### src/rtl/led_scanner_pwm.sv
// Scanner LED driver: a full-brightness head sweeps across NUM_LEDS channels
// while its two neighbours cross-fade by PWM according to the sub-slot
// position. Modes: off, bounce (reverse at the ends), chase (wrap), hold.
module led_scanner_pwm #(
  parameter int NUM_LEDS      = 8,
  parameter int PWM_BITS      = 10,
  parameter int POS_FRAC_BITS = 21,
  parameter int SPEED_BITS    = 4,
  localparam int IDX_BITS     = $clog2(NUM_LEDS)
) (
  input  logic                  clk,
  input  logic                  rst_n,
  input  logic                  en,
  input  logic [1:0]            mode,
  input  logic [SPEED_BITS-1:0] step,
  output logic [NUM_LEDS-1:0]   led,
  output logic [IDX_BITS-1:0]   head,
  output logic                  dir,
  output logic                  turn
);

  localparam int POS_W = IDX_BITS + POS_FRAC_BITS;
  // Position arithmetic is done one bit wider so overflow past the end is visible.
  localparam logic [POS_W:0]    POS_MAX_X = (POS_W+1)'(NUM_LEDS * (2**POS_FRAC_BITS) - 1);
  localparam logic [POS_W:0]    POS_LIM_X = (POS_W+1)'(NUM_LEDS * (2**POS_FRAC_BITS));
  localparam logic [POS_W-1:0]  POS_MAX   = POS_W'(NUM_LEDS * (2**POS_FRAC_BITS) - 1);
  localparam logic [PWM_BITS-1:0] BMAX    = {PWM_BITS{1'b1}};
  localparam logic [IDX_BITS-1:0] IDX_LAST = IDX_BITS'(NUM_LEDS - 1);

  typedef enum logic [1:0] {
    MODE_OFF    = 2'b00,
    MODE_BOUNCE = 2'b01,
    MODE_CHASE  = 2'b10,
    MODE_HOLD   = 2'b11
  } mode_e;

  logic [POS_W-1:0]    pos_r;
  logic                dir_r;
  logic                turn_r;
  logic [PWM_BITS-1:0] pwm_ctr_r;
  logic [PWM_BITS-1:0] bright_r [NUM_LEDS];
  logic [NUM_LEDS-1:0] led_r;

  logic [POS_W:0]      pos_x_s;
  logic [POS_W:0]      step_x_s;
  logic [POS_W:0]      sum_s;
  logic [POS_W-1:0]    pos_nxt_s;
  logic                dir_nxt_s;
  logic                turn_nxt_s;
  logic [IDX_BITS-1:0] idx_s;
  logic [PWM_BITS-1:0] frac_s;
  logic [IDX_BITS-1:0] nxt_idx_s;
  logic [IDX_BITS-1:0] prv_idx_s;
  logic                nxt_vld_s;
  logic                prv_vld_s;
  logic [PWM_BITS-1:0] bright_nxt_s [NUM_LEDS];
  logic [NUM_LEDS-1:0] led_nxt_s;

  assign idx_s  = pos_r[POS_W-1 -: IDX_BITS];
  assign frac_s = pos_r[POS_FRAC_BITS-1 -: PWM_BITS];
  assign head   = idx_s;
  assign dir    = dir_r;
  assign turn   = turn_r;
  assign led    = led_r;

  // Next position / direction / turnaround pulse from mode, enable and step.
  always_comb begin
    pos_x_s    = {1'b0, pos_r};
    step_x_s   = (POS_W+1)'(step);
    sum_s      = pos_x_s + step_x_s;
    pos_nxt_s  = pos_r;
    dir_nxt_s  = dir_r;
    turn_nxt_s = 1'b0;
    case (mode)
      MODE_OFF: begin
        pos_nxt_s = '0;
        dir_nxt_s = 1'b0;
      end
      MODE_BOUNCE: begin
        if (!en) begin
          pos_nxt_s = pos_r;
        end else if (!dir_r) begin
          if (sum_s > POS_MAX_X) begin
            pos_nxt_s  = POS_MAX;
            dir_nxt_s  = 1'b1;
            turn_nxt_s = 1'b1;
          end else begin
            pos_nxt_s = POS_W'(sum_s);
          end
        end else begin
          if (pos_x_s < step_x_s) begin
            pos_nxt_s  = '0;
            dir_nxt_s  = 1'b0;
            turn_nxt_s = 1'b1;
          end else begin
            pos_nxt_s = POS_W'(pos_x_s - step_x_s);
          end
        end
      end
      MODE_CHASE: begin
        if (!en) begin
          pos_nxt_s = pos_r;
        end else if (!dir_r) begin
          if (sum_s > POS_MAX_X) begin
            pos_nxt_s  = POS_W'(sum_s - POS_LIM_X);
            turn_nxt_s = 1'b1;
          end else begin
            pos_nxt_s = POS_W'(sum_s);
          end
        end else begin
          if (pos_x_s < step_x_s) begin
            pos_nxt_s  = POS_W'(pos_x_s + POS_LIM_X - step_x_s);
            turn_nxt_s = 1'b1;
          end else begin
            pos_nxt_s = POS_W'(pos_x_s - step_x_s);
          end
        end
      end
      MODE_HOLD: begin
        pos_nxt_s = pos_r;
      end
      default: begin
        pos_nxt_s = pos_r;
      end
    endcase
  end

  // Neighbour indices; chase wraps around, bounce/hold drop the off-end neighbour.
  always_comb begin
    nxt_idx_s = idx_s + IDX_BITS'(1);
    prv_idx_s = idx_s - IDX_BITS'(1);
    nxt_vld_s = 1'b1;
    prv_vld_s = 1'b1;
    if (idx_s == IDX_LAST) begin
      nxt_idx_s = '0;
      nxt_vld_s = (mode == MODE_CHASE);
    end else begin
      nxt_vld_s = 1'b1;
    end
    if (idx_s == '0) begin
      prv_idx_s = IDX_LAST;
      prv_vld_s = (mode == MODE_CHASE);
    end else begin
      prv_vld_s = 1'b1;
    end
  end

  // Per-channel brightness target and PWM compare against the current counter.
  always_comb begin
    for (int i = 0; i < NUM_LEDS; i++) begin
      bright_nxt_s[i] = '0;
      if (mode == MODE_OFF) begin
        bright_nxt_s[i] = '0;
      end else if (IDX_BITS'(i) == idx_s) begin
        bright_nxt_s[i] = BMAX;
      end else if (nxt_vld_s && (IDX_BITS'(i) == nxt_idx_s)) begin
        bright_nxt_s[i] = frac_s;
      end else if (prv_vld_s && (IDX_BITS'(i) == prv_idx_s)) begin
        bright_nxt_s[i] = BMAX - frac_s;
      end else begin
        bright_nxt_s[i] = '0;
      end
      led_nxt_s[i] = (pwm_ctr_r < bright_r[i]);
    end
  end

  // State registers: position, direction, turn pulse, PWM counter, brightness, outputs.
  always_ff @(posedge clk or negedge rst_n) begin
    if (!rst_n) begin
      pos_r     <= '0;
      dir_r     <= 1'b0;
      turn_r    <= 1'b0;
      pwm_ctr_r <= '0;
      led_r     <= '0;
      for (int i = 0; i < NUM_LEDS; i++) begin
        bright_r[i] <= '0;
      end
    end else begin
      pos_r     <= pos_nxt_s;
      dir_r     <= dir_nxt_s;
      turn_r    <= turn_nxt_s;
      pwm_ctr_r <= pwm_ctr_r + PWM_BITS'(1);
      led_r     <= led_nxt_s;
      for (int i = 0; i < NUM_LEDS; i++) begin
        bright_r[i] <= bright_nxt_s[i];
      end
    end
  end

endmodule

### config.mk
export PLATFORM = sky130hd
export DESIGN_NAME = led_scanner_pwm
export DESIGN_NICKNAME = d
export VERILOG_FILES = /design/src/rtl/led_scanner_pwm.sv
export SDC_FILE = /design/constraint.sdc
export NUM_CORES = 1
export LEC_CHECK = 0
export CAP_MARGIN = 20
export CORE_ASPECT_RATIO = 0.6
export CORE_MARGIN = 5
export CORE_UTILIZATION = 57
export DETAILED_ROUTE_END_ITERATION = 10
export PLACE_DENSITY = 0.87
export SKIP_LAST_GASP = 1
export SYNTH_ARGS = -nofsm -noshare
export SYNTH_HDL_FRONTEND = slang
export SYNTH_SLANG_ARGS = --single-unit
### constraint.sdc
create_clock -name clk -period 3.05 [get_ports clk]
set_clock_uncertainty 0.15 [all_clocks]
set_input_delay 0.915 -clock clk [delete_from_list [all_inputs] [get_ports clk]]
set_output_delay 0.915 -clock clk [all_outputs]
set_load 0.02 [all_outputs]
==> qor.csv <==
stage,metric,value,unit
run_status,status,"complete, but fails checks",
run_status,failing checks,negative setup slack,
floorplan,die area,17400,sq um
setup_path,CP Buf/Inv Count,5,
placement,gpl congestion,0.924,
power_and_ir_drop,total power,4.52,mW
global_routing,pin count of the biggest net entering global routing,81,
sta,crit share post-route,1.11,
placement,placed inst area,9370,sq um
setup_path,Worst Path Required,3.19,ns
placement,HPWL after DPL,15.8,mm
yosys,post-synthesis cell count,992,
setup_path,beginning of the critical path,step[0],
yosys,mean post-synth cell area,8.52,sq um
cts,CTS buffer count,17,
global_routing,initial antenna violation count,1,
cts,clock buffer depth,2,
cts,CTS Hold Bufs,0,
global_routing,GR Layer Usage met1,0.392,
setup_path,"Max FO, Critical Path",7,
yosys,Yosys cell types,59,
cells_and_area,final instance area,10200,sq um
yosys,Post-Synthesis Cell Area,8450,sq um
drt,antenna-violating nets left,0,
floorplan,initial core utilization,0.583,
floorplan,row count,34,
drt,final WL,25.6,mm
sta,actual slew at the worst max-slew pin,0.707,ns
setup_path,"Critical Path, Cell by Cell",buf_8 > ha_4 > inv_2 > fa_2 > a21o_1 > a2111oi_4 > nand4_1 > o311ai_4 > buf_6 > buf_12 > buf_6 > a221oi_2 > o21ai_1 > nand2_1,
yosys,largest area contributor in the netlist,dfrtp_1,
cts,clk_lat worst skew,0.42,ns
yosys,Main synth FF type,dfrtp_1,
sta,Final Hold Fails,0,
setup_path,startpoint types,primary input,
setup_path,slowest cell on the critical path,fa_2,
cells_and_area,fraction of layout instances using a drive strength above 1,0.157,
yosys,sequential cell area fraction in the yosys report,0.367,
setup_path,cell family with most CP delay,compound AO/OA/AOI/OAI gates,
drt,Iter 0 DRT Violations,1206,
sta,final setup margin,-0.339,ns
power_and_ir_drop,VDD IR-drop max,0.338,mV
placement,Port Buffer Count,21,
floorplan,Die Wd,167,um
global_routing,vias in the first global route,8182,
drt,# DRC,0,
run,Max-cap violations,0,
drt,drt wl/cell,20.1,um
sta,worst rel slew slack,0.527,
global_routing,GRT Total Usage,0.290,
floorplan,Core ar.,14500,sq um
setup_path,CP Class,in -> reg,
cells_and_area,Syn-to-layout area delta,21.2,%
global_routing,grt total ovfl,0,
power_and_ir_drop,cell area power density,441,nW/um^2
sta,RSZ-0062 raised after global routing,true,
sta,f_max,0.295,GHz
global_routing,global-route layer with the greatest usage,met2,
cts,H-tree depth,4,
setup_path,reg2reg start,pos_r[0],
yosys,Synthesis Warnings,0,
cts,CTS tree,yes,
power_and_ir_drop,LEAKAGE,4.89,nW
setup_path,CP endpoint kind,register,
sta,Final min period,3.39,ns
yosys,post-synthesis net count,1096,
setup_path,Critical Path Most Common Cell,buf_6,
drt,DRT Pass-1 Iters,6,
yosys,synthesized flop and latch total,124,
setup_path,Worst EP arrival,3.53,ns
drt,Vias,8105,
cts,CTS Root Cell,clkbuf_16,
global_routing,first-pass GRT wire length,41.2,mm
sta,final setup vio count,21,
drt,vias per inst,6.37,
floorplan,die height,104,um
setup_path,CP max stage delay,0.37,ns
global_routing,met3 GRT Util,0.0930,
cts,clock sink total,124,
cells_and_area,nets,1165,
global_routing,met2 Resource Use GR,0.447,
hold_path,Tightest Hold Check Type,in -> async,
yosys,Yosys top cell area share,0.367,
cts,CTS clock-pin slew for the worst setup and hold paths,0.06,ns
floorplan,io pins,22,
cells_and_area,"commonest non-fill, non-tap cells in the layout","124 x dfrtp_1, 108 x nor2_1, 92 x inv_1, 92 x buf_4, 90 x ha_1",
sta,Max Slew Vio Count,0,
yosys,Synth area leaders,"dfrtp_1 37%, ha_1 14%, a21oi_1 5.0%",
yosys,Post-synth ARST share,1.00,
cells_and_area,"commonest non-fill, non-tap cell in the layout",dfrtp_1,
yosys,Post-synth EDFFs,0,
==> cells in the mapped netlist (all sizes together) (12+ instances only) <==
cell type    n
clkbuf      61
o21a        19
a21oi       85
xnor2       18
inv         94
nor2       110
nand2b      13
ha          93
nor3        12
nand2       73
a211oi      41
nand3       20
a21o        48
or4         12
dfrtp      124
o21ai       59
==> final cells by class <==
class | count | area [sq um]
antenna | 1 | 2.50
clock buffer | 20 | 467
clock inverter | 12 | 185
fill | 1004 | 4260
inverter | 94 | 353
multi-input combinational | 703 | 4870
sequential | 124 | 3100
tap | 198 | 248
timing repair buffer | 121 | 1020
==> per-layer routing <==
layer | routed length [um] | vias to the layer above
li1 | - | 3587
met1 | 10300 | 3845
met4 | 804 | 0
met3 | 3260 | 117
met2 | 11300 | 556
met5 | 0 | -
==> stage by stage <==
step | setup slack, ns | util | std cells | hold slack [ns] | setup TNS (ns)
global placement | -0.921 | 0.646 | 1227 | 0.347 | -21.66
finish | -0.339 | 0.706 | 1273 | 0.313 | -3.62
floorplan | -0.324 | - | 992 | 0.329 | -5.52
CTS | -0.114 | 0.700 | 1268 | 0.333 | -1.52
global route | -0.359 | 0.706 | 1273 | 0.351 | -4.96
detailed placement | -1.02 | 0.646 | 1227 | 0.369 | -24.74
==> sequential cells by signal, summed over array words and instances, names as in the netlist <==
register and count:
turn 1, led 8, dir 1, pwm_ctr_r 10
bright_r 80, pos_r 24
==> cells by family after synthesis <==
family / after synthesis / synth area share
simple gates: 276 / 0.150
buf+inv: 165 / 0.0771
compound gates: 307 / 0.237
xor+xnor: 25 / 0.0259
flops: 124 / 0.367
fa+ha+maj: 95 / 0.142
==> worst paths after layout <==
path | end | slack [ns] | cells past startpoint
max reg2reg | pos_r[17] | -0.30 | 14
min | pos_r[6] | 0.31 | 1
min in group clk | pos_r[3] | 0.41 | 2
min reg2reg | pos_r[3] | 0.41 | 2
max | pos_r[17] | -0.34 | 14
max in group asynchronous | led[0] | 1.72 | 2
==> power breakdown <==
| part | internal (mW) | switching (mW) | leakage (nW) |
|---|---|---|---|
| clock network | 1.44 | 0.796 | 0.317 |
| logic | 0.279 | 0.319 | 2.91 |
| registers | 1.67 | 0.0118 | 1.66 |
==> timing repair <==
action,in CTS,in global routing
resized for setup,30,20
setup buffers,9,6
gates cloned,1,0
pin swaps,17,16
setup endpoints to repair,26,27
Note: power is estimated with default switching activity, not from simulation.
==> RTL change, RTL diff (config.mk and constraints unchanged) <==
Make the reset (`rst_n`) synchronous in one clocked block.
--- a/src/rtl/led_scanner_pwm.sv
+++ b/src/rtl/led_scanner_pwm.sv
@@ -165,7 +165,7 @@
   end
 
   // State registers: position, direction, turn pulse, PWM counter, brightness, outputs.
-  always_ff @(posedge clk or negedge rst_n) begin
+  always_ff @(posedge clk) begin
     if (!rst_n) begin
       pos_r     <= '0;
       dir_r     <= 1'b0;
Behaviour: differs if rst_n is asserted again (counterexample within 4 cycles, from zero or initial values and one cycle with rst_n low); with rst_n held inactive, the same outputs for 10 cycles.
==> RTL change against the unedited design <==
  * Maximum frequency grew 12%
  * Final cell count increased by 2.9%
  * Die area shrank 3.8%
  * Worst setup slack improved by 0.37 ns
  * Design area shrank 4.2%
  * Count of clock-buffer cells in the layout fell by 1
  * Register-to-register slack better by 0.33 ns
  * Synthesized area fell by 4.1%
  * Wire length shrank 1.4%
  * Critical path type is now flip-flop to flip-flop
  * Power fell by 4.1%
  * Largest cell class unchanged
  * Combinational power decreased by 28%
  * Sequential cell count stayed put
==> RTL change: results (changes against the unedited design) <==
routing:
  avgViaCountPerCell: 6.31  # -0.91%
  ant_nets: 0  # unchanged
  wirelength_um: 25200  # -1.4%
  first_iter_violations: 900  # -25%
  firstDrtPassIters: 9  # +3
setup_path:
  worstReg2RegStart: "pos_r[16]"
  arrival_ns: 3.18  # -0.35 ns
  slowest_delay_ns: 0.70  # +0.33 ns
  critPathMaxFanout: 6  # -1
  slowest_stage: "or4_1"
  setup.worst_path.class: "flip-flop to flip-flop"
run_status:
  status: "complete, no violations"
finish:
  fillCellCount: 1044  # +4.0%
  drive_above_1_share_pct: 15.0  # -0.71 points
  diodes: 0  # -1
  reg.largest.list: "bright_r: 80 flops, pos_r: 24 flops, pwm_ctr_r: 10 flops"
  finalNetCount: 1209  # +3.8%
min_path:
  hold_class: "flip-flop to flip-flop"
  min_from: "pos_r[3]"
grt:
  grt_pass1_vias: 7931  # -3.1%
  grt_pass1_wl_um: 40400  # -1.9%
  grt_max_degree: 48  # -41%
  grt_usage_pct: 30.5  # +1.5 points
  antenna_found_initial: 0  # -1
placement:
  gp_congestion: 1.07  # +16%
  place_area_um2: 9040  # -3.4%
  pre_cts_slack_ns: -0.741  # +0.281 ns
  hpwl_um: 17000  # +7.8%
  io_buffers: 21  # unchanged
logic_synthesis:
  synth_commonest_cells: "dfxtp_1, nand2_1, inv_1"
  async_flop_share_pct: 0  # -100 points
  yosys_warnings: 0  # unchanged
  synth_fp_nets: 1140  # +4.0%
  ys_seq_area_share_pct: 30.6  # -6.1 points
  synth_area_leaders: "dfxtp_1, ha_1, a21oi_1, nand2_1, o21ai_0"
  synth_cell_types: 64  # +8.5%
power_and_ir_drop:
  ir_drop_mv: 0.333  # -1.4%
  p_int_mw: 3.27  # -3.4%
  power_leakage_nw: 3.97  # -19%
timing:
  worst_pin_slew_ns: 0.753  # +0.0460 ns
cts:
  numCtsBuffers: 17  # unchanged
  htreeDepth: 4  # unchanged
  cts.clk_slew.worst_paths_ns: 0.06  # about the same
flow_run:
  drv.max_cap_violation_count: 0  # unchanged
-- RTL change: changes by cell type after synthesis, moves of 6 or more --
cell,delta
a21o_1,-13
nor4_1,+9
nor2_1,-44
a221oi_1,+8
nand2b_1,+6
a211oi_1,-27
or4_1,-7
inv_1,+8
dfxtp_1,+124
nand2_1,+40
nor3_1,+13
dfrtp_1,-124
xor2_1,+7
o21ai_0,+22
-- RTL change: power groups by stage --
stage | Sequential [mW] | Clock (mW) | Combinational (mW)
finish | 1.67 | 2.23 | 0.428
global placement | 1.71 | 0 | 0.385
global route | 1.68 | 2.30 | 0.461
detailed placement | 1.71 | 0 | 0.400
floorplan | 1.71 | 0 | 0.232
CTS | 1.67 | 2.22 | 0.417
-- RTL change: repair_timing --
item	CTS	global route
endpoints found under the setup margin	34	7
hold buffers	0	0
gates cloned	1	0
resized for setup	21	8
pin swaps	9	10
buffers inserted	2	0
-- RTL change: final timing paths --
kind,slack (ns),cells past startpoint,endpoint
worst max-delay path,0.03,8,pos_r[16]
worst min-delay path,0.37,2,pos_r[3]
worst max register to register,0.03,8,pos_r[16]
worst min register to register,0.37,2,pos_r[3]
-- RTL change: critical path: cells and delay by family, from the launching register on --
| family | cells | cell delay (ns) |
|---|---|---|
| AND/OR/NAND/NOR | 2 | 1.22 |
| flip-flops | 1 | 0.34 |
| AO/OA/AOI/OAI | 4 | 0.93 |
| buffers and inverters | 2 | 0.26 |
-- RTL change: logic make-up (layout without fill, tap and decap cells) --
kind of cell | Yosys count | after routing | share of synthesized area [%]
AOI/OAI and AO/OA | 317 | 317 | 25.3
xor gates and xnor gates | 30 | 30 | 3.24
muxes | 4 | 4 | 0.510
adders and majority gates | 94 | 94 | 14.7
buffers and inverters | 172 | 253 | 8.38
DFF | 124 | 124 | 30.6
and+or+nand+nor | 296 | 296 | 17.3
-- RTL change: final cells by class --
| type | count | area (µm²) | share of cell area (%) |
|---|---|---|---|
| Clock buffer | 19 | 453 | 4.61 |
| Clock inverter | 12 | 186 | 1.90 |
| Inverter | 104 | 390 | 3.98 |
| Multi-Input combinational cell | 741 | 5060 | 51.6 |
| Sequential cell | 124 | 2480 | 25.3 |
| Tap cell | 192 | 240 | 2.45 |
| Timing Repair Buffer | 118 | 1000 | 10.2 |
-- RTL change: layer usage --
layer	vias up	GRT usage, %	routed length, µm
met3	97	9.55	3570
met1	3816	43.1	10600
met5	-	0	0
met2	585	44.3	10300
met4	0	10.4	697
li1	3767	-	-
-- RTL change: stage by stage --
stage / power, mW / instances / TNS (ns)
floorplan: 1.94 / 1037 / -0.168
global placement: 2.09 / 1276 / -16.47
detailed placement: 2.11 / 1276 / -20.47
CTS: 4.31 / 1310 / 0
global route: 4.44 / 1310 / 0
finish: 4.33 / 1310 / 0
